--- config.mk ---
export PLATFORM = sky130hd
export DESIGN_NAME = rom_fifo_filler
export DESIGN_NICKNAME = d
export VERILOG_FILES = /design/src/rtl/rom_fifo_filler.sv
export SDC_FILE = /design/constraint.sdc
export NUM_CORES = 1
export LEC_CHECK = 0
export ABC_AREA = 1
export CORE_ASPECT_RATIO = 0.5
export CORE_MARGIN = 1
export CORE_UTILIZATION = 40
export CTS_BUF_LIST = sky130_fd_sc_hd__clkbuf_4 sky130_fd_sc_hd__clkbuf_8 sky130_fd_sc_hd__clkbuf_16
export DETAILED_ROUTE_END_ITERATION = 7
export GPL_TIMING_DRIVEN = 0
export PLACE_DENSITY = 0.72
export SLEW_MARGIN = 15
export SYNTH_ARGS = -nofsm -noshare
export SYNTH_HDL_FRONTEND = slang
export SYNTH_SLANG_ARGS = --single-unit
--- constraint.sdc ---
create_clock -name clk_100M_i -period 4.08 [get_ports clk_100M_i]
set_clock_uncertainty 0.2 [all_clocks]
set_input_delay 0.408 -clock clk_100M_i [delete_from_list [all_inputs] [get_ports clk_100M_i]]
set_output_delay 0.408 -clock clk_100M_i [all_outputs]
set_load 0.01 [all_outputs]
--- src/rtl/rom_fifo_filler.sv ---
`default_nettype none
// ============================================================================
//  Module   : rom_fifo_filler
//  Brief    : Write-side producer for the camera-to-SDRAM desk FIFO. Scans a
//             pattern ROM by row/column and issues fixed-length read bursts
//             whenever the FIFO fill level is below a low-water mark. The
//             FIFO write request is the ROM read strobe delayed by the ROM
//             latency, so it lines up with the ROM data at the FIFO.
//  Option   : ROM_FRAME_STOP_EN - stop after each frame, re-arm on an
//             en_i rising edge (undefined: continuous looping).
//  Revision : 1.0 - initial release
// ============================================================================
module rom_fifo_filler #(
    parameter int H_ACT     = 256,   // columns per line (1..256)
    parameter int V_ACT     = 256,   // lines per frame (1..256)
    parameter int BURST_LEN = 255,   // ROM reads per burst (1..255)
    parameter int FIFO_LOW  = 512,   // burst starts only below this level
    parameter int ROM_LAT   = 1,     // ROM read latency (1..3)
    parameter int CLEAR_CYC = 8      // cycles spent in CLEAR (2..15)
) (
    input  logic        clk_100M_i,
    input  logic        rst_100i,
    input  logic        en_i,
    input  logic [10:0] fifo_used_i,
    input  logic [2:0]  rom_dat_i,
    output logic [15:0] rdrom_add_o,
    output logic [2:0]  fifo_dat_o,
    output logic        wr_fifo_o,
    output logic        busy_o,
    output logic        frame_done_o
);

    localparam logic [7:0]  c_col_last   = 8'(H_ACT - 1);
    localparam logic [7:0]  c_row_last   = 8'(V_ACT - 1);
    localparam logic [7:0]  c_burst_last = 8'(BURST_LEN - 1);
    localparam logic [3:0]  c_clear_last = 4'(CLEAR_CYC - 1);
    localparam logic [10:0] c_fifo_low   = 11'(FIFO_LOW);

    typedef enum logic [1:0] {
        CLEAR   = 2'b00,
        IDLE    = 2'b01,
        WR_FIFO = 2'b10,
        NONE2   = 2'b11
    } state_t;

    state_t             state_q;
    logic [7:0]         col_q;
    logic [7:0]         row_q;
    logic [7:0]         burst_q;
    logic [3:0]         clr_q;
    logic               fdone_q;
    logic [ROM_LAT-1:0] pipe_q;

    logic [7:0]         col_d;
    logic [7:0]         row_d;
    logic               w_col_wrap;
    logic               w_row_wrap;
    logic               w_frame_last;
    logic               w_next_last;
    logic               w_fifo_low;
    logic               w_strobe;
    logic               w_start;
    logic               w_stop_here;
    logic               w_burst_end;

    // Next scan position and the decodes that depend on it
    always_comb begin
        w_col_wrap   = (col_q == c_col_last);
        w_row_wrap   = (row_q == c_row_last);
        w_frame_last = w_col_wrap & w_row_wrap;
        col_d        = w_col_wrap ? 8'd0 : 8'(col_q + 8'd1);
        if (w_col_wrap) begin
            row_d = w_row_wrap ? 8'd0 : 8'(row_q + 8'd1);
        end else begin
            row_d = row_q;
        end
        w_next_last  = (col_d == c_col_last) & (row_d == c_row_last);
        w_fifo_low   = (fifo_used_i < c_fifo_low);
        w_strobe     = (state_q == WR_FIFO);
    end

`ifdef ROM_FRAME_STOP_EN
    logic armed_q;
    logic en_prev_q;

    // A rising edge of en_i both re-arms and may start a burst on the same edge
    assign w_start     = en_i & w_fifo_low & (armed_q | ~en_prev_q);
    assign w_stop_here = w_frame_last;

    // Disarm on the last pixel of a frame; re-arm on an en_i rising edge
    always_ff @(posedge clk_100M_i) begin
        if (!rst_100i) begin
            armed_q   <= 1'b1;
            en_prev_q <= 1'b0;
        end else begin
            en_prev_q <= en_i;
            if (w_strobe && w_frame_last) begin
                armed_q <= 1'b0;
            end else if (en_i && !en_prev_q) begin
                armed_q <= 1'b1;
            end
        end
    end
`else
    assign w_start     = en_i & w_fifo_low;
    assign w_stop_here = 1'b0;
`endif

    assign w_burst_end = (burst_q == c_burst_last) | w_stop_here;

    // Control FSM: clear wait, idle/level check, burst with address scan
    always_ff @(posedge clk_100M_i) begin
        if (!rst_100i) begin
            state_q <= CLEAR;
            clr_q   <= 4'd0;
            col_q   <= 8'd0;
            row_q   <= 8'd0;
            burst_q <= 8'd0;
            fdone_q <= 1'b0;
        end else begin
            fdone_q <= 1'b0;
            case (state_q)
                CLEAR: begin
                    if (clr_q == c_clear_last) begin
                        state_q <= IDLE;
                        clr_q   <= 4'd0;
                    end else begin
                        clr_q <= clr_q + 4'd1;
                    end
                end
                IDLE: begin
                    if (w_start) begin
                        state_q <= WR_FIFO;
                        burst_q <= 8'd0;
                        // First strobe of the burst uses the current address
                        fdone_q <= w_frame_last;
                    end
                end
                WR_FIFO: begin
                    col_q <= col_d;
                    row_q <= row_d;
                    if (w_burst_end) begin
                        state_q <= IDLE;
                        burst_q <= 8'd0;
                    end else begin
                        burst_q <= burst_q + 8'd1;
                        // Pulse aligns with the cycle that strobes the last pixel
                        fdone_q <= w_next_last;
                    end
                end
                default: begin
                    state_q <= CLEAR;
                    clr_q   <= 4'd0;
                end
            endcase
        end
    end

    // Read strobe delay line matching the ROM read latency
    generate
        if (ROM_LAT == 1) begin : g_pipe_single
            always_ff @(posedge clk_100M_i) begin
                if (!rst_100i) begin
                    pipe_q <= '0;
                end else begin
                    pipe_q <= w_strobe;
                end
            end
        end else begin : g_pipe_multi
            always_ff @(posedge clk_100M_i) begin
                if (!rst_100i) begin
                    pipe_q <= '0;
                end else begin
                    pipe_q <= {pipe_q[ROM_LAT-2:0], w_strobe};
                end
            end
        end
    endgenerate

    assign rdrom_add_o  = {row_q, col_q};
    assign fifo_dat_o   = rom_dat_i;
    assign wr_fifo_o    = pipe_q[ROM_LAT-1];
    assign frame_done_o = fdone_q;
    // Busy until the last in-flight strobe has reached the FIFO
    assign busy_o       = (state_q != IDLE) | (|pipe_q);

endmodule
`default_nettype wire

==> results of run 1 <==
-- worst max path at each step --
stage / slack [ns] / start / end / cells after the start
5_1_grt: 1.63 / state_q[1]$_SDFFE_PN0P_ / busy_o / 5
3_5_place_dp: 1.80 / fifo_used_i[9] / burst_q[5]$_SDFFE_PN0P_ / 10
2_1_floorplan: 2.22 / col_q[1]$_SDFFE_PN0P_ / frame_done_o$_SDFF_PN0_ / 11
4_1_cts: 1.69 / state_q[1]$_SDFFE_PN0P_ / busy_o / 5
6_report: 1.70 / state_q[1]$_SDFFE_PN0P_ / busy_o / 5
3_3_place_gp: 1.87 / fifo_used_i[9] / burst_q[5]$_SDFFE_PN0P_ / 10
-- kinds of logic after synthesis --
kind of cell / share of synthesized area
adder cells (fa/ha/maj): 0.0580
buffers and inverters: 0.104
XOR/XNOR: 0.0271
AND/OR/NAND/NOR: 0.335
flip-flops: 0.330
AO/OA/AOI/OAI: 0.145
-- layout make-up --
class                           instances  share of cell area
Clock buffer                            7              0.0405
Inverter                               38              0.0599
Buffer                                  9              0.0252
Multi-Input combinational cell        197               0.461
Tap cell                               66              0.0347
Sequential cell                        32               0.269
Timing Repair Buffer                   26               0.109
-- sequential cells by signal, summed over array words and instances (netlist names) --
| signal | count |
|---|---|
| burst_q | 8 |
| clr_q | 4 |
| col_q | 8 |
| frame_done_o | 1 |
| row_q | 8 |
| state_q | 2 |
| wr_fifo_o | 1 |
-- critical path, delay by kind of cell, from the launching register on --
kind	cells	cell delay, ns
buf+inv	3	0.67
flops	1	0.32
simple gates	1	0.27
fa+ha+maj	1	0.24
-- metrics by stage --
step                      utilization  total power [mW]  cells  area [µm²]  setup WS, ns
after floorplan                     -             0.751    276        1940          2.22
final                           0.525              1.19    375        2380          1.70
after global routing            0.525              1.27    375        2380          1.63
after global placement          0.504             0.906    368        2280          1.87
after detailed placement        0.504             0.923    368        2280          1.80
after CTS                       0.525              1.20    375        2380          1.69
-- cell usage after synthesis (2+ instances only) --
| master | n | area, µm² |
|---|---|---|
| nand2_1 | 66 | 248 |
| inv_1 | 33 | 124 |
| dfxtp_1 | 32 | 641 |
| a21oi_1 | 21 | 105 |
| nand3_1 | 19 | 95.1 |
| nor2_1 | 19 | 71.3 |
| o21ai_0 | 15 | 75.1 |
| ha_1 | 9 | 113 |
| nand4_1 | 7 | 43.8 |
| xor2_1 | 5 | 43.8 |
| a211oi_1 | 4 | 30.0 |
| clkbuf_1 | 4 | 15.0 |
| buf_4 | 3 | 22.5 |
| inv_2 | 3 | 11.3 |
| nand2_2 | 3 | 18.8 |
| nor2_2 | 3 | 18.8 |
| nor3_1 | 3 | 15.0 |
| or2_2 | 3 | 18.8 |
| a31oi_1 | 2 | 12.5 |
| buf_6 | 2 | 22.5 |
| clkinv_1 | 2 | 7.51 |
| nand2_4 | 2 | 22.5 |
| nand3b_1 | 2 | 15.0 |
| nor2_8 | 2 | 40.0 |
| o21ai_2 | 2 | 17.5 |
-- placed cells by master (no fill, tap or decap), types with 2 or more instances in the layout --
cell type	synthesis	final
or2_2	3	3
buf_4	3	3
nand3_1	19	19
nor3_1	3	3
buf_6	2	2
clkdlybuf4s50_1	0	26
inv_1	33	33
a21oi_1	21	21
inv_2	3	3
o21ai_2	2	2
a211oi_1	4	4
nor2_1	19	19
clkbuf_8	0	7
nor2_8	2	2
nand2_2	3	3
xor2_1	5	5
clkinv_1	2	2
nand2_4	2	2
nor2_2	3	3
dfxtp_1	32	32
o21ai_0	15	15
nand2_1	66	66
nand3b_1	2	2
clkbuf_1	4	4
ha_1	9	9
nand4_1	7	7
a31oi_1	2	2
-- per-layer routing --
layer | global-route usage | vias to the layer above
met1 | 0.224 | 884
met4 | 0.0652 | 0
met2 | 0.321 | 44
li1 | - | 965
met5 | 0 | -
met3 | 0.0438 | 4
-- power by group --
group	internal (mW)	switching (mW)
logic	0.194	0.286
registers	0.372	0.0673
clock network	0.150	0.118
==> impl_metrics.yaml, run 1 <==
outcome:
  outcome: "complete, no violations"
timing:
  tns_ns: 0
  hold_viol: 0
  holdWs_ns: 0.288
  rsz0062_at_grt: "false"
  min_period_ns: 2.38
  slew_headroom: 0.674
  finalCritPeriodShare: 0.584
  setup-violations-final: 0
  max_freq_ghz: 0.420
  slew_viol_final: 0
  worst_pin_slew_ns: 0.490
setup_path:
  reg2reg_setup_slack_ns: 2.04
  worstSetupStartpointType: "flop"
  crit_fanout: 4
  timing.rr.end: "frame_done_o$_SDFF_PN0_"
  reg2regPathDepth: 11
  cp.arrival_ns: 1.77
  cp-end-kind: "primary output"
  reg2reg_from: "col_q[1]$_SDFFE_PN0P_"
  timing.critical_path.slowest_stage_cell: "clkdlybuf4s50_1"
  cp_cell_sequence: "inv_1 > ha_1 > inv_1 > or2_2 > clkdlybuf4s50_1"
  crit_required_ns: 3.47
  cpMostUsedCell: "inv_1"
  criticalPathCategory: "flop to primary output"
  slowest_delay_ns: 0.48
floorplanning:
  coreArea_um2: 4530
  die-area_um2: 5150
  start_util: 0.428
  rows: 17
  ioPinCount: 39
  die_x_um: 101
  die_y_um: 51.3
clock_tree:
  cts_resized: 0
  cts_made_buffers: 5
  htree_levels: 2
  cts_sinks: 32
  cts_setup_buffers: 0
  cts_tree: "built"
  clkLatencyLatePin_ns: 0.29
  cts_hold_buffers: 0
  clk_pin_slew_ns: 0.06
  ctsRootBufferMaster: "clkbuf_8"
  cts_buffer_depth: 2
cells_and_area:
  multi_input_area_um2: 1100
  nFillCells: 433
  fin_nets: 335
  drive_above_1_share: 0.110
  layout-area-overhead-vs-synth_pct: 22.6
  antenna_cells: 0
  register_area_um2: 641
routing:
  wl_met3_um: 212
  wl_um: 4440
  wire_per_inst_um: 11.8
  met1Wirelength_um: 2110
  ant_nets: 0
  viasPerCell: 5.06
  dr.pass1.iters: 5
  top_layer: "met4"
  wl_met2_um: 2070
  drt_first_iter_violations: 109
  vias: 1897
  drcViolationCount: 0
power:
  p_per_area_nw_per_um2: 499
  leakage_nw: 0.987
  ir_drop_mv: 0.172
synthesis:
  syn-num-nets: 302
  synth.yosys.seq_area_share: 0.330
  synth_edf_count: 0
  synth-main-ff-cell: "dfxtp_1"
  yosysWarnings: 0
  synth_area_per_cell_um2: 7.03
  syn_area_um2: 1940
  ys_ff_latch: 32
  synthesis.instances: 276
  async_flop_share: 0
  ys_types: 35
placement:
  place.gp.congestion: 0.811
  port_buffers: 26
  hpwlAfterDp_um: 3320
global_routing:
  grt_max_degree: 11
  antenna_found_initial: 0
  grt_overflow_total: 0
  grt_pass1_vias: 1653
  grt_first_pass_wirelength_um: 7350
  grt_usage: 0.184
run:
  drv_cap: 0
worst_hold_path:
  worstHoldStart: "burst_q[5]$_SDFFE_PN0P_"
  holdPathStages: 2
  holdCritPathClass: "flop to flop"
  hold_end: "burst_q[5]$_SDFFE_PN0P_"
No activity file was read; power rests on OpenSTA's default activity.
==> run 2: changes to the inputs <==
--- a/config.mk
+++ b/config.mk
@@ -12,7 +12,7 @@
 export CTS_BUF_LIST = sky130_fd_sc_hd__clkbuf_4 sky130_fd_sc_hd__clkbuf_8 sky130_fd_sc_hd__clkbuf_16
 export DETAILED_ROUTE_END_ITERATION = 7
 export GPL_TIMING_DRIVEN = 0
-export PLACE_DENSITY = 0.72
+export PLACE_DENSITY = 0.74
 export SLEW_MARGIN = 15
 export SYNTH_ARGS = -nofsm -noshare
 export SYNTH_HDL_FRONTEND = slang
==> constraint.sdc (replaced) <==
create_clock -name clk_100M_i -period 2 [get_ports clk_100M_i]
set_clock_uncertainty 0.2 [all_clocks]
set_input_delay 0.2 -clock clk_100M_i [delete_from_list [all_inputs] [get_ports clk_100M_i]]
set_output_delay 0.2 -clock clk_100M_i [all_outputs]
set_load 0.01 [all_outputs]
==> run 2 against run 1 <==
Against the previous run:
- count of clock-buffer cells in the layout shrank 1
- register-to-register slack got worse by 1.9 ns
- first-iteration DRC count decreased by 33%
- setup slack got worse by 1.7 ns
- global-route usage down 0.30 points
- cell count rose by 0.80%
- cell area up 2.4%
- largest cell class unchanged
- largest power group unchanged
==> impl_metrics.yaml, run 2 (synthesis results as in run 1) <==
floorplanning:
  ioPinCount: 39
  die-area_um2: 5150
  die_x_um: 101
  coreArea_um2: 4530
  rows: 17
  die_y_um: 51.3
  start_util: 0.428
cells_and_area:
  stdcell_area_um2: 2440
  top_regs: "burst_q (8), col_q (8), row_q (8)"
  drive_above_1_share: 0.131
  nFillCells: 432
  antenna_cells: 0
  layout_commonest_cell: "nand2_1"
  final_cell_mix: "nand2_1, inv_1, dfxtp_1, clkdlybuf4s50_1, a21oi_1"
  fin_nets: 337
  layout.cells.non_filler: 378
  layout-area-overhead-vs-synth_pct: 25.5
global_routing:
  grt_max_degree: 11
  grt_usage: 0.181
  antenna_found_initial: 0
  grt_overflow_total: 0
  grt_first_pass_wirelength_um: 7110
  grt_pass1_vias: 1616
timing:
  worst_pin_slew_ns: 0.468
  min_period_ns: 1.95
  slew_viol_final: 0
  setup-violations-final: 0
  holdWs_ns: 0.279
  max_freq_ghz: 0.512
  hold_viol: 0
  slew_headroom: 0.688
  finalCritPeriodShare: 0.977
  worst_slack_ns: 0.0460
  rsz0062_at_grt: "true"
placement:
  port_buffers: 26
  placed_cell_area_um2: 2280
  pre_cts_ws_ns: -0.0287
  dp_cells: 368
  place.gp.congestion: 0.816
  hpwlAfterDp_um: 3290
setup_path:
  timing.rr.end: "frame_done_o$_SDFF_PN0_"
  worstSetupStartpointType: "flop"
  reg2reg_from: "col_q[0]$_SDFFE_PN0P_"
  cp-end-kind: "primary output"
  crit_fanout: 4
  critPathTopFamily: "buffers and inverters"
  cp.arrival_ns: 1.55
  cp_cell_sequence: "inv_1 > ha_2 > inv_1 > or2_2 > dlygate4sd2_1"
  reg2reg_setup_slack_ns: 0.10
  critPathBufInv: 3
  reg2regPathDepth: 11
  cpMostUsedCell: "inv_1"
  timing.critical_path.slowest_stage_cell: "dfxtp_1"
  criticalPathCategory: "flop to primary output"
  crit_required_ns: 1.60
  slowest_delay_ns: 0.31
routing:
  ant_nets: 0
  dr.pass1.iters: 4
  wl_um: 4440
  drt_first_iter_violations: 73
  vias: 1892
  drcViolationCount: 0
  wire_per_inst_um: 11.7
  viasPerCell: 5.01
outcome:
  outcome: "complete, no violations"
worst_hold_path:
  holdPathStages: 2
  holdCritPathClass: "flop to flop"
  hold_end: "burst_q[5]$_SDFFE_PN0P_"
  worstHoldStart: "burst_q[5]$_SDFFE_PN0P_"
clock_tree:
  clk_pin_slew_ns: 0.07
  cts_sinks: 32
  htree_levels: 2
  clkLatencyLatePin_ns: 0.29
  cts_tree: "built"
  cts_buffer_depth: 2
  ctsRootBufferMaster: "clkbuf_8"
  cts_made_buffers: 5
power:
  p_per_area_nw_per_um2: 1060
  ir_drop_mv: 0.394
  leakage_nw: 1.00
run:
  drv_cap: 0
## run 2: cell count changes in the layout (fill, tap and decap cells not counted), sizes merged
cell           delta
buf               +2
bufinv            +1
clkbuf            -1
clkdlybuf4s50     -1
clkinv            +1
dlygate4sd2       +1
## run 2: final cells by class
| class | count | area [µm²] | area share |
|---|---|---|---|
| Clock buffer | 6 | 76.3 | 0.0313 |
| Multi-Input combinational cell | 197 | 1120 | 0.460 |
| Buffer | 9 | 60.1 | 0.0247 |
| Timing Repair Buffer | 28 | 274 | 0.112 |
| Tap cell | 66 | 82.6 | 0.0339 |
| Clock inverter | 2 | 35.0 | 0.0144 |
| Inverter | 38 | 143 | 0.0586 |
| Sequential cell | 32 | 646 | 0.265 |
## run 2: tightest hold or removal path: stages (launching register included)
cell and delay, ns:
dfxtp_1 0.34, inv_1 0.06, a21oi_1 0.05
## run 2: timing repair
| item | CTS | global route |
|---|---|---|
| hold buffers | 0 | 0 |
| pin swaps | 0 | 1 |
| setup buffers | 0 | 2 |
| endpoints found under the hold margin | 0 | 0 |
| gates resized for setup | 5 | 3 |
| setup endpoints to repair | 3 | 4 |
## run 2: layer usage
metal	up-vias	share of wire	global-route usage
met5	-	0	0
met2	38	0.45	0.295
li1	968	-	-
met1	879	0.48	0.231
met3	7	0.054	0.0410
met4	0	0.011	0.0797
## run 2: worst max-delay path by stage
stage                            startpoint                      end  slack [ns]  cells after the start
floorplan             col_q[1]$_SDFFE_PN0P_  frame_done_o$_SDFF_PN0_        0.14                     11
global placement             fifo_used_i[9]  burst_q[5]$_SDFFE_PN0P_      -0.008                     10
detailed placement           fifo_used_i[9]  burst_q[5]$_SDFFE_PN0P_       -0.03                     10
CTS                   col_q[0]$_SDFFE_PN0P_  frame_done_o$_SDFF_PN0_       0.003                     11
global route        state_q[1]$_SDFFE_PN0P_                   busy_o       -0.03                      5
finish              state_q[1]$_SDFFE_PN0P_                   busy_o        0.05                      5
## run 2: through the flow
step | TNS (ns) | util | power (mW)
floorplan | 0 | - | 1.53
global placement | -0.0113 | 0.504 | 1.85
detailed placement | -0.0478 | 0.504 | 1.88
CTS | 0 | 0.531 | 2.53
global route | -0.0507 | 0.538 | 2.75
finish | 0 | 0.538 | 2.58
## run 2: where the power goes
part	leakage [nW]	internal, mW	total, mW	switching [mW]
clock	0.0586	0.383	0.638	0.254
sequential	0.261	0.764	0.904	0.141
combinational	0.682	0.438	1.03	0.596
